## config.mk

```make
export PLATFORM = sky130hd
export DESIGN_NAME = pc_stack_unit
export DESIGN_NICKNAME = d
export VERILOG_FILES = /design/src/rtl/cpu_pkg.sv /design/src/rtl/lifo_stack.sv /design/src/rtl/pc_stack_unit.sv
export SDC_FILE = /design/constraint.sdc
export NUM_CORES = 1
export LEC_CHECK = 0
export ABC_CLOCK_PERIOD_IN_PS = 6200
export CORE_MARGIN = 5
export CORE_UTILIZATION = 45
export CTS_BUF_LIST = sky130_fd_sc_hd__clkbuf_4 sky130_fd_sc_hd__clkbuf_8
export DETAILED_ROUTE_END_ITERATION = 10
export GPL_TIMING_DRIVEN = 0
export PLACE_DENSITY = 0.8
export SETUP_SLACK_MARGIN = 0.4
export SLEW_MARGIN = 5
export SYNTH_ARGS = -nofsm -noshare
export SYNTH_HDL_FRONTEND = slang
export SYNTH_SLANG_ARGS = --single-unit
export TNS_END_PERCENT = 20
```

## constraint.sdc

```tcl
create_clock -name clk -period 6.2 [get_ports clk]
set_input_delay 1.24 -clock clk [delete_from_list [all_inputs] [get_ports clk]]
set_output_delay 1.24 -clock clk [all_outputs]
set_load 0.03 [all_outputs]
```

## src/rtl/cpu_pkg.sv

```systemverilog
// Shared CPU package: default sizes for the program-counter / return-stack
// block, plus the next-pc source encoding used by pc_stack_unit.
//   ADDR_W_DEFAULT      - program counter and jump/return address width
//   STACK_DEPTH_DEFAULT - number of return-address entries
//   SP_W_DEFAULT        - width of the stack pointer for the default depth
package cpu_pkg;

  localparam int unsigned ADDR_W_DEFAULT      = 8;
  localparam int unsigned STACK_DEPTH_DEFAULT = 4;
  localparam int unsigned SP_W_DEFAULT        = $clog2(STACK_DEPTH_DEFAULT + 1);

  // sp must be able to count 0..depth inclusive.
  function automatic int unsigned sp_width(input int unsigned depth);
    return $clog2(depth + 1);
  endfunction

  typedef enum logic [1:0] {
    PcHold,
    PcInc,
    PcJump,
    PcRet
  } pc_sel_e;

endpackage

```

## src/rtl/lifo_stack.sv

```systemverilog
// Return-address LIFO with an occupancy counter.
// Ports:
//   clk, rst_n    - clock, synchronous active-low reset (clears sp only)
//   push, pop     - stack operations; both together perform neither
//   wdata         - value written at index sp on an accepted push
//   rdata         - top entry (index sp-1); meaningless while empty
//   sp            - number of valid entries
//   full, empty   - combinational decodes of sp
// Push when full and pop when empty are silently ignored.
module lifo_stack
  import cpu_pkg::*;
#(
  parameter int unsigned WIDTH = ADDR_W_DEFAULT,
  parameter int unsigned DEPTH = STACK_DEPTH_DEFAULT
) (
  input  logic                         clk,
  input  logic                         rst_n,
  input  logic                         push,
  input  logic                         pop,
  input  logic [WIDTH-1:0]             wdata,
  output logic [WIDTH-1:0]             rdata,
  output logic [$clog2(DEPTH+1)-1:0]   sp,
  output logic                         full,
  output logic                         empty
);

  localparam int unsigned SpW  = sp_width(DEPTH);
  localparam int unsigned IdxW = (DEPTH > 1) ? $clog2(DEPTH) : 1;

  logic [WIDTH-1:0] mem_q [DEPTH];
  logic [SpW-1:0]   sp_q, sp_d;
  logic             do_push, do_pop;
  logic [IdxW-1:0]  wr_idx, rd_idx;

  assign full    = (sp_q == SpW'(DEPTH));
  assign empty   = (sp_q == '0);
  assign do_push = push & ~pop & ~full;
  assign do_pop  = pop & ~push & ~empty;

  // An accepted push implies sp < DEPTH and an accepted pop implies sp > 0,
  // so both truncated indices stay inside the array when they are used.
  assign wr_idx = IdxW'(sp_q);
  assign rd_idx = IdxW'(sp_q - SpW'(1));

  always_comb begin
    sp_d = sp_q;
    if (do_push) begin
      sp_d = sp_q + SpW'(1);
    end else if (do_pop) begin
      sp_d = sp_q - SpW'(1);
    end
  end

  always_ff @(posedge clk) begin
    if (!rst_n) begin
      sp_q <= '0;
    end else begin
      sp_q <= sp_d;
    end
  end

  // Storage carries no reset; entries at or above sp are don't-care.
  always_ff @(posedge clk) begin
    if (rst_n && do_push) begin
      mem_q[wr_idx] <= wdata;
    end
  end

  assign rdata = mem_q[rd_idx];
  assign sp    = sp_q;

endmodule

```

## src/rtl/pc_stack_unit.sv

```systemverilog
// Program counter with a return-address stack (JMS/BBL style subroutines).
// Ports:
//   clk, rst_n        - clock, synchronous active-low reset
//   pc_load, pc_inc   - load beats increment; both together load
//   push, pop         - stack push (pc+1) / pop; both together do neither
//   stack_mux         - load source: 0 = jump_addr, 1 = stack top
//   jump_addr         - jump target
//   pc                - current program counter
//   sp                - number of valid stack entries
//   stack_full/empty  - decodes of sp
//   stack_err         - sticky overflow / underflow / collision flag
// Build option: define PC_STACK_ERR_EN to enable the sticky stack_err flag;
// otherwise stack_err is tied low and faulty operations are dropped silently.
module pc_stack_unit
  import cpu_pkg::*;
#(
  parameter int unsigned ADDR_W      = ADDR_W_DEFAULT,
  parameter int unsigned STACK_DEPTH = STACK_DEPTH_DEFAULT
) (
  input  logic                               clk,
  input  logic                               rst_n,
  input  logic                               pc_load,
  input  logic                               pc_inc,
  input  logic                               push,
  input  logic                               pop,
  input  logic                               stack_mux,
  input  logic [ADDR_W-1:0]                  jump_addr,
  output logic [ADDR_W-1:0]                  pc,
  output logic [$clog2(STACK_DEPTH+1)-1:0]   sp,
  output logic                               stack_full,
  output logic                               stack_empty,
  output logic                               stack_err
);

  logic [ADDR_W-1:0] pc_q, pc_d, pc_plus1, top_addr;
  logic              underflow;
  pc_sel_e           pc_sel;

  assign pc_plus1 = pc_q + ADDR_W'(1);

  lifo_stack #(
    .WIDTH (ADDR_W),
    .DEPTH (STACK_DEPTH)
  ) u_lifo (
    .clk   (clk),
    .rst_n (rst_n),
    .push  (push),
    .pop   (pop),
    .wdata (pc_plus1),
    .rdata (top_addr),
    .sp    (sp),
    .full  (stack_full),
    .empty (stack_empty)
  );

  // Any attempt to consume the stack while it is empty freezes pc, even if
  // pc_inc is also asserted.
  assign underflow = stack_empty & (pop | (pc_load & stack_mux));

  always_comb begin
    pc_sel = PcHold;
    if (underflow) begin
      pc_sel = PcHold;
    end else if (pc_load) begin
      pc_sel = stack_mux ? PcRet : PcJump;
    end else if (pc_inc) begin
      pc_sel = PcInc;
    end
  end

  always_comb begin
    pc_d = pc_q;
    unique case (pc_sel)
      PcHold:  pc_d = pc_q;
      PcInc:   pc_d = pc_plus1;
      PcJump:  pc_d = jump_addr;
      PcRet:   pc_d = top_addr;
      default: pc_d = pc_q;
    endcase
  end

  always_ff @(posedge clk) begin
    if (!rst_n) begin
      pc_q <= '0;
    end else begin
      pc_q <= pc_d;
    end
  end

  assign pc = pc_q;

`ifdef PC_STACK_ERR_EN
  logic overflow, collision;
  logic err_q, err_d;

  assign overflow  = push & ~pop & stack_full;
  assign collision = push & pop;
  assign err_d     = err_q | overflow | underflow | collision;

  always_ff @(posedge clk) begin
    if (!rst_n) begin
      err_q <= 1'b0;
    end else begin
      err_q <= err_d;
    end
  end

  assign stack_err = err_q;
`else
  assign stack_err = 1'b0;
`endif

endmodule
```

# Yosys cells after proc, flatten, opt, wreduce, memory -nomap -nowiden
# Memories as Yosys holds them, arrays and structs flattened.
# Index checks and enable logic that the tools add are counted.
[totals]
register_bits = 11
ramBits = 32
in_bits = 15
wordCells = 34
n_memories = 1
[mem_list]
columns = ["name", "words", "width", "read_ports", "rd_clocked_by_memory_dff", "write_ports", "line_no", "text"]
rows = [
  ["u_lifo.mem_q", 4, 8, 1, 0, 1, "lifo_stack.sv:30", "logic [WIDTH-1:0] mem_q [DEPTH];"],
]
[op_classes]
add_sub_neg = 3
eq_ne = 4
n_mux = 9
bitwise = 11
n_reduce_logical = 4
[ops]
columns = ["op", "n"]
rows = [
  ["$pmux W8 S3", 1],
  ["$add A8 B1 Y8 const B", 1],
  ["$and A1 B1 Y1", 6],
  ["$mux W3", 2],
  ["$eq A2 B2 Y1 const B", 2],
  ["$mux W1", 4],
  ["$mux W2", 2],
  ["$not A1 Y1", 4],
  ["$add A3 B1 Y3 const B", 1],
  ["$eq A3 B3 Y1 const B", 1],
  ["$logic_not A3 Y1", 1],
  ["$sub A3 B1 Y3 const B", 1],
  ["$eq A2 B1 Y1 const B", 1],
  ["$logic_not A2 Y1", 1],
  ["$reduce_bool A2 Y1", 1],
  ["$logic_and A1 B1 Y1", 1],
  ["$or A1 B1 Y1", 1],
]

# Depth between registers and ports, before layout
[depth]
ltp_word = 6
mapped_depth = 8
ltp_nobuf = 7

# Cells and area by module
# From an unflattened synthesis, not the netlist that was laid out.
[hier_totals]
cells_unflattened = 154
area_unflattened_um2 = 2058.2
[by_module_without_submodules]
columns = ["module", "n_inst", "cells_per_inst", "area_per_inst_um2", "seq_area_each_um2"]
rows = [
  ["lifo_stack", 1, 75, 1438.9, 1021.0],
  ["pc_stack_unit", 1, 79, 619.3, 160.2],
]

# Worst setup path after synthesis
# OpenSTA, ideal clock, no wires.
[synth_timing]
path_type = "reg2out"
startpoint = "reg u_lifo.sp_q[0], in the netlist u_lifo.sp[0]"
endpoint = "out stack_full"
arrival_time_ps = 1520
slack_ps = 3440
path_stages_with_launch = 6
n_path_buf = 1
cell_sequence = "dfxtp_1 > buf_6 > inv_1 > ha_1 > inv_1 > nor2_1"
[synth_between]
elab_chain_cells = 1
[synth_rtl]
columns = ["item", "line_no", "text"]
rows = [
  ["start: declaration", "lifo_stack.sv:31", "logic [SpW-1:0] sp_q, sp_d;"],
  ["start signal: assignment", "lifo_stack.sv:58", "sp_q <= sp_d;"],
  ["$eq A3 B3 Y1", "lifo_stack.sv:35", "assign full = (sp_q == SpW'(DEPTH));"],
  ["end: declaration", "pc_stack_unit.sv:30", "output logic stack_full,"],
]
# Every way passes these cells.

# Worst setup path after layout
# Ends and elaborated chain as after synthesis.

==> flow_summary.toml <==
[status]
outcome = "finished, final reports clean"

[placement]
hpwl_microns = 3050
io_buffers = 27
gp_congestion = 0.824

[worst_setup_path]
timing.rr.start = "u_lifo.sp[0]$_SDFFE_PN0P_"
crit_chain = "buf_6 -> inv_1 -> ha_1 -> inv_1 -> nor2_1 -> clkdlybuf4s50_1"
regToRegSetupSlack_ns = 3.72
crit_end = "stack_full"
arrival_ns = 2.27
regToRegEndpoint = "pc[3]$_SDFFE_PN0P_"
cp-startpoint = "u_lifo.sp[0]$_SDFFE_PN0P_"
path_common_cell = "inv_1"
crit_slowest_cell = "clkdlybuf4s50_1"
slowest_delay_ns = 0.69
end_kind = "primary output"
crit_type = "reg -> out"
startpoint_type = "register"
required_ns = 4.96
reg2regPathDepth = 7
crit_fanout = 10

[timing]
slew_viol_final = 0
fmax_mhz = 285
fin_setup_tns_ns = 0
rsz0062_at_grt = "no"
period_needed_ns = 3.51
holdWs_ns = 0.599
hold_violations = 0
relSlewSlack_pct = 44.7
worstMarginPinSlew_ns = 0.824
fin_crit_sh_pct = 56.6
skew_ns = 0.00723
setup_viol = 0

[clock_tree]
clkSinkCount = 43
clkTransAtPathRegs_ns = 0.08
numCtsBuffers = 5
ctsResizeCount = 0
ctsHtreeMaxLevel = 2
clock_latency_ns = 0.30
clock_tree.buffer_depth = 2
postCtsHoldBufs = 0
post_cts_buffers = 0
cts-root-buf = "clkbuf_8"
cts_tree = "done"

[power_and_ir_drop]
p_leak_nw = 0.871
ir_drop_v = 0.000278
power_density_nw_per_um2 = 343
p_total_w = 0.000864

[routing]
post-route-drc-count = 0
wl_microns = 4460
first_pass_iters = 4
wl_per_cell_microns = 17.9
drtIter0Drc = 106
viasPerCell = 5.63
ant_nets = 0
vias = 1407

[synthesis]
synthTopCellsByArea = "edfxtp_1, dfxtp_1, mux4_2"
yosysUniqueCellTypes = 40
ys_ff_latch = 43
syn_area_sq_um = 2070
netlist.area_leader.share_pct = 46.4
avgSynthCellArea_sq_um = 12.7
syn_nets = 184
synth_warnings = 0
synth_seq_area_share_pct = 57.1
yosys.area.top_type = "edfxtp_1"
netlist_instances = 163

[die]
coreArea_sq_um = 4410
fp.dieArea_sq_um = 6060
io_pins = 29
start_util_pct = 46.9
num_rows = 24
die_w_microns = 77.8
die_h_microns = 77.8

[run]
cap_violations = 0

[worst_hold_path]
hp-start = "pc[7]$_SDFFE_PN0P_"
min-delay-path-class = "reg -> reg"

[finish]
n_antenna_cell = 0
syn_to_final_growth_pct = 21.9
drive_gt1_share_pct = 12.6
nets = 218

[global_routing]
grt-ovfl-total = 0
grt_usage_pct = 15.4
grt_pass1_vias = 1350
antenna_found_initial = 0
grt_pass1_wl_microns = 7030
grt_max_degree = 14
cells in the mapped netlist (all sizes together):
| cell | count |
|---|---|
| edfxtp | 32 |
| o21ai | 15 |
| a21oi | 12 |
| dfxtp | 11 |
| inv | 8 |
| mux4 | 8 |
| nand2 | 8 |
| a221oi | 6 |
| ha | 6 |
| nand3 | 6 |
| nor2 | 5 |
| nor3 | 5 |
| and2 | 4 |
| buf | 4 |
| xnor2 | 4 |
| clkbuf | 3 |
| o21a | 3 |
| or2 | 3 |
| a211oi | 2 |
| a31oi | 2 |
| nand2b | 2 |
| nor3b | 2 |
| xor2 | 2 |
| a21boi | 1 |
| and3 | 1 |
| and3b | 1 |
| conb | 1 |
| nand3b | 1 |
| nand4 | 1 |
| nor2b | 1 |
| o221ai | 1 |
| o22a | 1 |
| o22ai | 1 |
worst max-delay path: cells and delay by family, from the launching register on:
family | cells | cell delay [ns]
buf+inv | 4 | 1.14
simple gates | 1 | 0.16
fa+ha+maj | 1 | 0.31
flops | 1 | 0.37
worst min path at each step:
| stage | to | slack, ns | cells after the start |
|---|---|---|---|
| floorplan | pc[0]$_SDFFE_PN0P_ | 0.67 | 3 |
| global placement | pc[7]$_SDFFE_PN0P_ | 0.58 | 2 |
| detailed placement | pc[7]$_SDFFE_PN0P_ | 0.59 | 2 |
| CTS | pc[7]$_SDFFE_PN0P_ | 0.60 | 2 |
| global route | pc[7]$_SDFFE_PN0P_ | 0.64 | 2 |
| finish | pc[7]$_SDFFE_PN0P_ | 0.60 | 2 |
per-layer routing:
metal  up-vias  share of wire [%]  global-route usage [%]
met5         -                  0                       0
met4         0                1.5                    6.01
met3         8                7.6                    4.98
met2        39                 47                    23.1
met1       672                 43                    20.6
li1        688                  -                       -
registers in the layout, summed over array words and instances (netlist names):
name,flops
u_lifo.sp,3
pc,8
u_lifo.mem_q,32
kinds of logic after synthesis:
kind of cell / Yosys count / share of synthesized area, %
simple gates: 40 / 10.5
mux: 8 / 9.07
flops: 43 / 57.1
xor+xnor: 6 / 2.54
fa+ha+maj: 6 / 3.63
compound gates: 44 / 13.5
other cells: 1 / 0.181
buf+inv: 15 / 3.45
cell type report:
cell class / instances / area [sq um]
fill: 358 / 1890
sequential: 43 / 1180
multi-input combinational: 105 / 822
timing repair buffer: 27 / 270
clock buffer: 7 / 83.8
tap: 52 / 65.1
buffer: 7 / 41.3
clock inverter: 1 / 30.0
inverter: 8 / 30.0
metrics by stage:
stage	utilization (%)	std cells	area, sq um	setup slack (ns)
after floorplan	-	163	2070	3.44
after global placement	54.5	242	2400	2.58
after detailed placement	54.5	242	2400	2.48
after CTS	57.1	250	2520	2.69
after global routing	57.2	250	2520	2.51
final	57.2	250	2520	2.69
placed cells by master, fill, tap and decap left out, types with 2 or more instances in the layout:
cell type | Yosys | layout
nor3_1 | 5 | 4
clkbuf_8 | 0 | 5
nor2_1 | 5 | 5
clkbuf_4 | 0 | 2
a221oi_1 | 6 | 6
o21a_1 | 3 | 3
xnor2_1 | 4 | 4
and2_1 | 4 | 4
inv_1 | 8 | 8
a21oi_1 | 11 | 11
o21ai_0 | 14 | 14
buf_2 | 2 | 2
nand2_1 | 8 | 8
a211oi_1 | 2 | 2
xor2_1 | 2 | 2
clkdlybuf4s50_1 | 0 | 27
nand3_1 | 6 | 6
ha_1 | 6 | 6
mux4_1 | 2 | 2
clkbuf_1 | 2 | 2
mux4_2 | 6 | 6
nor3b_1 | 2 | 2
edfxtp_1 | 32 | 32
dfxtp_1 | 11 | 11
or2_2 | 3 | 3
a31oi_1 | 2 | 2
where the power goes:
part	internal, W	switching (W)
clock network	0.000129	0.0000929
logic	0.000116	0.000156
registers	0.000345	0.0000251
(Power assumes the default switching activity.)
